<file path="src/rtl/rom_download_sequencer.sv">
// ROM-download transmitter: writes the host image into the core ROM port,
// zero-fills the unsent tail and keeps the core in reset until the image is whole.
module rom_download_sequencer #(
  parameter logic [16:0] IMG_SIZE    = 17'h13600,
  parameter logic [7:0]  ROM_INDEX   = 8'd0,
  parameter logic [7:0]  MODEL_INDEX = 8'd1,
  parameter int unsigned WR_CYCLES   = 2,
  parameter logic [15:0] RST_HOLD    = 16'd1024
) (
  input  logic        MCLK,
  input  logic        RESET,
  input  logic        DL_ACTIVE,
  input  logic        DL_WR,
  input  logic [7:0]  DL_INDEX,
  input  logic [24:0] DL_ADDR,
  input  logic [7:0]  DL_DATA,
  output logic        DL_WAIT,
  output logic [16:0] ROMAD,
  output logic [7:0]  ROMDT,
  output logic        ROMEN,
  output logic [2:0]  MODEL,
  output logic        CORE_RESET,
  output logic        DL_ERR
);

  localparam logic [2:0]  WR_LAST   = 3'(WR_CYCLES - 1);
  localparam logic [17:0] IMG_END   = {1'b0, IMG_SIZE};
  localparam logic [24:0] ADDR_END  = {8'd0, IMG_SIZE};
  localparam logic [15:0] HOLD_LAST = RST_HOLD - 16'd1;

  typedef enum logic [2:0] {
    ST_IDLE   = 3'd0,
    ST_LOAD   = 3'd1,
    ST_WRITE  = 3'd2,
    ST_FILL   = 3'd3,
    ST_FWRITE = 3'd4,
    ST_HOLD   = 3'd5
  } state_t;

  state_t      state_r, state_s;
  logic [16:0] romad_r, romad_s;
  logic [7:0]  romdt_r, romdt_s;
  logic        romen_r, romen_s;
  logic        dl_wait_r, dl_wait_s;
  logic [2:0]  model_r, model_s;
  logic        core_reset_r, core_reset_s;
  logic        dl_err_r, dl_err_s;
  logic [2:0]  wr_cnt_r, wr_cnt_s;
  logic [17:0] hwm_r, hwm_s;
  logic [15:0] hold_cnt_r, hold_cnt_s;
  logic        dl_active_q_r;

  logic        rom_idx_s;
  logic        rom_start_s;
  logic        accept_s;
  logic        in_range_s;
  logic        pulse_last_s;
  logic        model_wr_s;
  logic        in_tail_s;
  logic        enter_load_s;
  logic [17:0] wr_next_s;

  assign rom_idx_s    = (DL_INDEX == ROM_INDEX);
  assign rom_start_s  = DL_ACTIVE && !dl_active_q_r && rom_idx_s;
  assign accept_s     = DL_WR && !dl_wait_r && rom_idx_s;
  assign in_range_s   = (DL_ADDR < ADDR_END);
  assign pulse_last_s = (wr_cnt_r == WR_LAST);
  assign model_wr_s   = DL_WR && (DL_INDEX == MODEL_INDEX) && (DL_ADDR == 25'd0);
  assign in_tail_s    = (state_r == ST_FILL) || (state_r == ST_FWRITE) || (state_r == ST_HOLD);
  // A fresh ROM download restarts from scratch, even while filling or holding.
  assign enter_load_s = (state_r == ST_IDLE) ? (DL_ACTIVE && rom_idx_s) : (in_tail_s && rom_start_s);
  // Widened by one bit so the high-water mark cannot wrap at the top address.
  assign wr_next_s    = {1'b0, romad_r} + 18'd1;

  // State register.
  always_ff @(posedge MCLK or posedge RESET) begin
    if (RESET) begin
      state_r <= ST_IDLE;
    end else begin
      state_r <= state_s;
    end
  end

  // Next-state decode.
  always_comb begin
    state_s = state_r;
    if (enter_load_s) begin
      state_s = ST_LOAD;
    end else begin
      case (state_r)
        ST_LOAD: begin
          if (accept_s && in_range_s) begin
            state_s = ST_WRITE;
          end else if (!DL_ACTIVE && !accept_s) begin
            state_s = ST_FILL;
          end else begin
            state_s = ST_LOAD;
          end
        end
        ST_WRITE: begin
          if (!pulse_last_s) begin
            state_s = ST_WRITE;
          end else if (DL_ACTIVE) begin
            state_s = ST_LOAD;
          end else begin
            state_s = ST_FILL;
          end
        end
        ST_FILL: begin
          if (hwm_r < IMG_END) begin
            state_s = ST_FWRITE;
          end else begin
            state_s = ST_HOLD;
          end
        end
        ST_FWRITE: begin
          if (!pulse_last_s) begin
            state_s = ST_FWRITE;
          end else if ((hwm_r + 18'd1) < IMG_END) begin
            state_s = ST_FILL;
          end else begin
            state_s = ST_HOLD;
          end
        end
        ST_HOLD: begin
          if (hold_cnt_r == HOLD_LAST) begin
            state_s = ST_IDLE;
          end else begin
            state_s = ST_HOLD;
          end
        end
        default: state_s = ST_IDLE;
      endcase
    end
  end

  // Next values of the registered outputs and datapath.
  always_comb begin
    romad_s      = romad_r;
    romdt_s      = romdt_r;
    romen_s      = romen_r;
    dl_wait_s    = dl_wait_r;
    core_reset_s = core_reset_r;
    dl_err_s     = dl_err_r;
    wr_cnt_s     = wr_cnt_r;
    hwm_s        = hwm_r;
    hold_cnt_s   = hold_cnt_r;
    if (model_wr_s) begin
      model_s = DL_DATA[2:0];
    end else begin
      model_s = model_r;
    end
    if (enter_load_s) begin
      romen_s      = 1'b0;
      dl_wait_s    = 1'b0;
      core_reset_s = 1'b1;
      dl_err_s     = 1'b0;
      hwm_s        = 18'd0;
    end else begin
      case (state_r)
        ST_LOAD: begin
          if (accept_s && in_range_s) begin
            romad_s   = DL_ADDR[16:0];
            romdt_s   = DL_DATA;
            romen_s   = 1'b1;
            dl_wait_s = 1'b1;
            wr_cnt_s  = 3'd0;
          end else if (accept_s) begin
            dl_err_s = 1'b1;
          end else begin
            dl_err_s = dl_err_r;
          end
        end
        // Host and fill pulses share the same timing and high-water update.
        ST_WRITE, ST_FWRITE: begin
          if (pulse_last_s) begin
            romen_s    = 1'b0;
            dl_wait_s  = 1'b0;
            hold_cnt_s = 16'd0;
            if (wr_next_s > hwm_r) begin
              hwm_s = wr_next_s;
            end else begin
              hwm_s = hwm_r;
            end
          end else begin
            wr_cnt_s = wr_cnt_r + 3'd1;
          end
        end
        ST_FILL: begin
          if (hwm_r < IMG_END) begin
            romad_s  = hwm_r[16:0];
            romdt_s  = 8'd0;
            romen_s  = 1'b1;
            wr_cnt_s = 3'd0;
          end else begin
            hold_cnt_s = 16'd0;
          end
        end
        ST_HOLD: begin
          if (hold_cnt_r == HOLD_LAST) begin
            core_reset_s = 1'b0;
          end else begin
            hold_cnt_s = hold_cnt_r + 16'd1;
          end
        end
        default: core_reset_s = core_reset_r;
      endcase
    end
  end

  // Output and datapath registers.
  always_ff @(posedge MCLK or posedge RESET) begin
    if (RESET) begin
      romad_r       <= 17'd0;
      romdt_r       <= 8'd0;
      romen_r       <= 1'b0;
      dl_wait_r     <= 1'b0;
      model_r       <= 3'd0;
      core_reset_r  <= 1'b1;
      dl_err_r      <= 1'b0;
      wr_cnt_r      <= 3'd0;
      hwm_r         <= 18'd0;
      hold_cnt_r    <= 16'd0;
      dl_active_q_r <= 1'b0;
    end else begin
      romad_r       <= romad_s;
      romdt_r       <= romdt_s;
      romen_r       <= romen_s;
      dl_wait_r     <= dl_wait_s;
      model_r       <= model_s;
      core_reset_r  <= core_reset_s;
      dl_err_r      <= dl_err_s;
      wr_cnt_r      <= wr_cnt_s;
      hwm_r         <= hwm_s;
      hold_cnt_r    <= hold_cnt_s;
      dl_active_q_r <= DL_ACTIVE;
    end
  end

  assign DL_WAIT    = dl_wait_r;
  assign ROMAD      = romad_r;
  assign ROMDT      = romdt_r;
  assign ROMEN      = romen_r;
  assign MODEL      = model_r;
  assign CORE_RESET = core_reset_r;
  assign DL_ERR     = dl_err_r;

endmodule

</file>
<file path="config.mk">
export PLATFORM = sky130hd
export DESIGN_NAME = rom_download_sequencer
export DESIGN_NICKNAME = d
export VERILOG_FILES = /design/src/rtl/rom_download_sequencer.sv
export SDC_FILE = /design/constraint.sdc
export NUM_CORES = 1
export LEC_CHECK = 0
export ABC_AREA = 1
export CAP_MARGIN = 5
export CORE_ASPECT_RATIO = 0.75
export CORE_UTILIZATION = 59
export DETAILED_ROUTE_END_ITERATION = 12
export PLACE_DENSITY_LB_ADDON = 0.1
export REMOVE_ABC_BUFFERS = 1
export SLEW_MARGIN = 30
export SYNTH_ARGS = -nofsm -noshare
export SYNTH_HDL_FRONTEND = slang
export SYNTH_SLANG_ARGS = --single-unit
</file>
<file path="constraint.sdc">
create_clock -name MCLK -period 5.22 [get_ports MCLK]
set_clock_uncertainty 0.1 [all_clocks]
set_input_delay 1.044 -clock MCLK [delete_from_list [all_inputs] [get_ports MCLK]]
set_output_delay 1.044 -clock MCLK [all_outputs]
set_load 0.01 [all_outputs]
</file>
### Word-level counts from Yosys, hierarchy flattened

Index checks and enable logic that the tools add are counted.

* input bits: 45
* register bits: 73
* word-level logic and storage cells: 122

* order comparisons: 4
* bitwise gates (word level): 1
* reductions and logical operators: 40
* muxes and demuxes: 43
* add/subtract/negate cells: 4
* equal/unequal tests: 18

Operators with widths (count)
* 2-to-1 mux 18 bit: 4
* 2-to-1 mux 16 bit: 3
* one-hot mux 16 bit (3 select lines): 1
* less-than comparator 18 x 17 -> 1 bit (second input constant): 2
* 2-to-1 mux 17 bit: 2
* one-hot mux 17 bit (2 select lines): 1
* zero test 25 bit: 1
* less-than comparator 25 x 17 -> 1 bit (second input constant): 1
* 2-to-1 mux 3 bit: 7
* adder 17 x 1 -> 18 bit (second input constant): 1
* adder 18 x 1 -> 18 bit (second input constant): 1
* > comparator 18 bit: 1
* adder 16 x 1 -> 16 bit (second input constant): 1
* equality test 16 x 10 -> 1 bit (second input constant): 1
* 2-to-1 mux 8 bit: 2
* one-hot mux 8 bit (2 select lines): 1
* nonzero test 2 bit: 8
* one-hot mux 3 bit (5 select lines): 1
* 2-to-1 mux 1 bit: 14
* inequality test 2 bit (second input constant): 6
* logical AND 1 bit: 10
* AND reduction 5 bit: 2
* one-hot mux 3 bit (3 select lines): 1
* AND reduction 3 bit: 3
* other kinds (21): 35

### Longest topological paths before layout

* depth in word-level cells: 9
* mapped depth: 19
* gate-level depth less buffers: 18

### Worst setup path after synthesis

Ideal clock, no wire load.

* path kind: register -> register
* start: register romad_r[0], in the netlist ROMAD[0]
* end: register hwm_r[10]
* data arrival time: 2.871 ns
* required time: 5.054 ns
* library setup time: 0.066 ns
* cell stages (with the launch flop): 19
* path slack: 2.182 ns
* buffers on the path: 1
* path through: dfrtp_1 > nand3_1 > nor3_1 > nand3_1 > nor2_1 > nand3_1 > xor2_1 > inv_1 > ha_1 > nand2_1 > inv_1 > o21ai_0 > nand2_1 > a21oi_1 > nand3_1 > nand2_1 > clkbuf_1 > nand3_1 > nand2_1

* longest elaborated chain between the ends: 5

Ends and longest elaborated chain
* from (decl): RTL line 41 `logic [16:0] romad_r, romad_s;`
* from (signal assigned): RTL line 226 `romad_r <= romad_s;`
* adder 17 x 1 -> 18 bit *: RTL line 73 `assign wr_next_s = {1'b0, romad_r} + 18'd1;`
* branches (longest 4 deep; another with > comparator 18 bit)
* to (signal assigned): RTL line 234 `hwm_r <= hwm_s;`
* to (decl): RTL line 49 `logic [17:0] hwm_r, hwm_s;`

Mark *: on every way between the ends. The select of a mux whose other input is x is not followed.
A chain may end at the register's enable or synchronous reset.

### Worst setup path in the final report

* start: register romad_r[0], in the netlist ROMAD[0]
* end: register hwm_r[12]

Same word-level chain as after synthesis.

==> results.sh <==
export IMPL_synth_sequential_area_ratio_pct=36.7
export IMPL_layout_drive_gt1_share_pct=5.46
export IMPL_global_placer_s_final_weighted_congestion=0.964
export IMPL_yosysUniqueCellTypes=39
export IMPL_die_height_um=81.6
export IMPL_design_portCount=77
export IMPL_worstMarginPinSlew_ps=849
export IMPL_row_count=28
export IMPL_p_switching_mw=1.29
export IMPL_number_of_non_filler_instances_in_the_completed_layout=893
export IMPL_synth_cell_area_sq_um=4980
export IMPL_filler_cell_count=636
export IMPL_design_die_area_sq_um=8820
export IMPL_synth_seq_cells=73
export IMPL_count_of_vias_placed_by_the_detailed_router=5053
export IMPL_root_buffer="sky130_fd_sc_hd__clkbuf_8"
export IMPL_detailed_place_area_sq_um=5800
export IMPL_sinks_on_clock_net=73
export IMPL_worstHoldPathType="flip-flop to flip-flop"
export IMPL_fin_setup_tns_ps=0
export IMPL_min_from="CORE_RESET"
export IMPL_cts_max_path_buffers=2
export IMPL_dpl_hpwl_um=10300
export IMPL_startpoint="ROMAD[0]"
export IMPL_io_buf_count=76
export IMPL_hold_viol_final=0
export IMPL_crit_path_start_kind="flip-flop"
export IMPL_number_of_global_route_vias_before_repair=4632
export IMPL_synth_yosys_warnings=0
export IMPL_timing_final_setup_violations=0
export IMPL_vias_per_cell=5.66
export IMPL_yosys_most_used_dff="sky130_fd_sc_hd__dfrtp_1"
export IMPL_maximum_resistive_drop_on_vdd_v=0.000259
export IMPL_outcome="finished clean"
export IMPL_avgSynthCellArea_sq_um=7.00
export IMPL_design_area_sq_um=6010
export IMPL_diodes=0
export IMPL_leakage_power_summed_over_all_cells_nw=2.93
export IMPL_finalCritPeriodShare_pct=69.5
export IMPL_seq_power_share_pct=32.8
export IMPL_critical_path_peak_fanout=18
export IMPL_cts_setup_buffers=0
export IMPL_start_util_pct=62.1
export IMPL_critPathKind="flip-flop to flip-flop"
export IMPL_post_route_drc_count=0
export IMPL_combPwrFrac_pct=50.3
export IMPL_ff2ff_setup_slack_ps=1590
export IMPL_wl_per_cell_um=15.4
export IMPL_slew_headroom_pct=43.4
export IMPL_drv_slew=0
export IMPL_global_route_usage_total_pct=33.2
export IMPL_achievable_frequency_ghz=0.276
export IMPL_cellInternalPower_mw=1.54
export IMPL_floorplan_core_area_sq_um=8020
export IMPL_crit_path_end_kind="flip-flop"
export IMPL_crit_required_ps=5350
export IMPL_final_antenna_net_count=0
export IMPL_grt_pass1_wl_um=22300
export IMPL_grt_setup_unrepaired="no"
export IMPL_synth_edf_count=0
export IMPL_drt_first_pass_iters=5
export IMPL_p_sw_share_pct=45.6
export IMPL_wl_um=13800
export IMPL_finish_net_count=850
export IMPL_placed_cells=877
export IMPL_clock_tree_htree_level_count=3
export IMPL_area_growth_synth_to_final_pct=20.5
export IMPL_globalRoute_totalOverflow=0
export IMPL_worstHoldPathCells=2
export IMPL_netlist_instances=712
export IMPL_insertion_delay_ps=360
export IMPL_fp_dieW_um=108
export IMPL_worst_endpoint_arrival_ps=3750
export IMPL_fraction_of_synthesis_flops_using_an_asynchronous_set_or_reset_pin_pct=100
export IMPL_numCtsBuffers=9
export IMPL_post_cts_resize_count=0
export IMPL_cts_hold_fix_buffers=0
export IMPL_clkTransAtPathRegs_ps=80
export IMPL_rr_startpoint="ROMAD[0]"
export IMPL_power_per_cell_area_nw_per_um2=471
export IMPL_p_clk_share_pct=16.9
export IMPL_grt_antenna_before_repair=0
export IMPL_maxCapViolCount=0
export IMPL_tritoncts="built"
export IMPL_final_min_clock_period_ps=3630
export IMPL_maximum_number_of_pins_on_one_net_before_global_route_repair=50
export IMPL_dr_first_iter_drc_count=511
export IMPL_timing_reg2reg_worst_path_depth=14
[cell usage after synthesis, types with 2 or more instances]
cell type	n	area share, %
sky130_fd_sc_hd__nand2_2	3	0.38
sky130_fd_sc_hd__o21ai_0	41	4.1
sky130_fd_sc_hd__clkbuf_1	9	0.68
sky130_fd_sc_hd__xnor2_1	6	1.1
sky130_fd_sc_hd__nand3_1	74	7.4
sky130_fd_sc_hd__buf_2	5	0.50
sky130_fd_sc_hd__nor4_1	7	0.88
sky130_fd_sc_hd__and3_1	3	0.38
sky130_fd_sc_hd__a21oi_1	22	2.2
sky130_fd_sc_hd__nand3b_1	2	0.30
sky130_fd_sc_hd__inv_1	71	5.3
sky130_fd_sc_hd__nor3_1	9	0.90
sky130_fd_sc_hd__nand4_1	7	0.88
sky130_fd_sc_hd__inv_2	2	0.15
sky130_fd_sc_hd__nor3b_1	2	0.30
sky130_fd_sc_hd__nand2_4	3	0.68
sky130_fd_sc_hd__buf_4	2	0.30
sky130_fd_sc_hd__ha_1	22	5.5
sky130_fd_sc_hd__o2111ai_1	2	0.35
sky130_fd_sc_hd__or2_2	2	0.25
sky130_fd_sc_hd__nor2_1	87	6.6
sky130_fd_sc_hd__nand3_2	5	1.0
sky130_fd_sc_hd__xor2_1	21	3.7
sky130_fd_sc_hd__o21ai_2	2	0.35
sky130_fd_sc_hd__nor2_2	2	0.25
sky130_fd_sc_hd__dfrtp_1	72	36
sky130_fd_sc_hd__nand2_1	217	16
[cell families after synthesis]
| logic type | synth area share (%) |
|---|---|
| AOI/OAI and AO/OA | 7.81 |
| xor gates and xnor gates | 4.75 |
| buffers and inverters | 7.31 |
| and+or+nand+nor | 37.9 |
| DFF | 36.7 |
| adders and majority gates | 5.52 |
[worst paths after layout]
check / endpoint
worst min-delay path: CORE_RESET
worst min register to register: CORE_RESET
worst max-delay path: hwm_r[12]
worst max register to register: hwm_r[12]
min in group asynchronous: ROMDT[2]
max in group asynchronous: hwm_r[12]
[cell usage in the layout (no fill, tap or decap), drive strengths merged]
cell / instances
nand2: 224
nor3b: 2
o21ai: 44
xnor2: 6
o22ai: 1
bufinv: 1
buf: 1
nor3: 9
a21oi: 22
dfstp: 1
or2: 2
xor2: 21
ha: 22
nor4: 8
o211ai: 1
a31oi: 1
clkdlybuf4s50: 76
clkinvlp: 1
o2111ai: 2
a21o: 1
nand4: 7
clkinv: 3
nand3b: 2
inv: 73
clkbuf: 12
nor2: 90
and3: 3
nand3: 80
dfrtp: 72
[metal layers]
layer / track usage (%) / routed length [um]
met5: 0 / 0
met4: 7.53 / 139
met3: 8.73 / 1570
met2: 49.2 / 5640
met1: 48.2 / 6410
[through the flow]
stage               worst slack (ps)  total power [mW]  util (%)  hold WS (ps)
floorplan                       2220              1.79         -           368
global placement                1660              2.25      72.3           355
detailed placement              1500              2.31      72.3           361
CTS                             1690              2.79      74.9           373
global route                    1250              3.03      74.9           393
finish                          1590              2.83      74.9           373
[registers in the layout, indices dropped and copies added, names as in the netlist]
signal and cells:
ROMEN 1, hold_cnt_r 16, DL_ERR 1, dl_active_q_r 1, ROMAD 17, MODEL 3
state_r 3, DL_WAIT 1, hwm_r 18, CORE_RESET 1, wr_cnt_r 3, ROMDT 8
[worst max-delay path, cell delays in order (launching register included)]
cell and delay (ps):
sky130_fd_sc_hd__dfrtp_1 500, sky130_fd_sc_hd__nand3_1 180, sky130_fd_sc_hd__nor3_1 350, sky130_fd_sc_hd__nand3_1 230, sky130_fd_sc_hd__nor2_1 170, sky130_fd_sc_hd__nand4_1 160, sky130_fd_sc_hd__xnor2_1 300, sky130_fd_sc_hd__ha_1 300
sky130_fd_sc_hd__nand2_1 110, sky130_fd_sc_hd__nor2_1 60, sky130_fd_sc_hd__and3_1 140, sky130_fd_sc_hd__a31oi_1 200, sky130_fd_sc_hd__nand2_1 420, sky130_fd_sc_hd__nand3_1 180, sky130_fd_sc_hd__o21ai_0 110
[power by group through the flow]
stage | Sequential, mW | Combinational (mW) | Clock [mW]
after floorplan | 0.923 | 0.866 | 0
after global placement | 0.925 | 1.33 | 0
after detailed placement | 0.927 | 1.39 | 0
after CTS | 0.920 | 1.40 | 0.474
after global routing | 0.950 | 1.59 | 0.499
final | 0.928 | 1.42 | 0.479
[cell type report]
class / instances / area, sq um / area share, %
timing repair buffer: 77 / 768 / 12.8
inverter: 74 / 282 / 4.69
clock buffer: 12 / 155 / 2.58
multi-input combinational: 548 / 2790 / 46.5
tap: 105 / 131 / 2.19
clock inverter: 4 / 51.3 / 0.854
sequential: 73 / 1830 / 30.4
(Power assumes the default switching activity.)
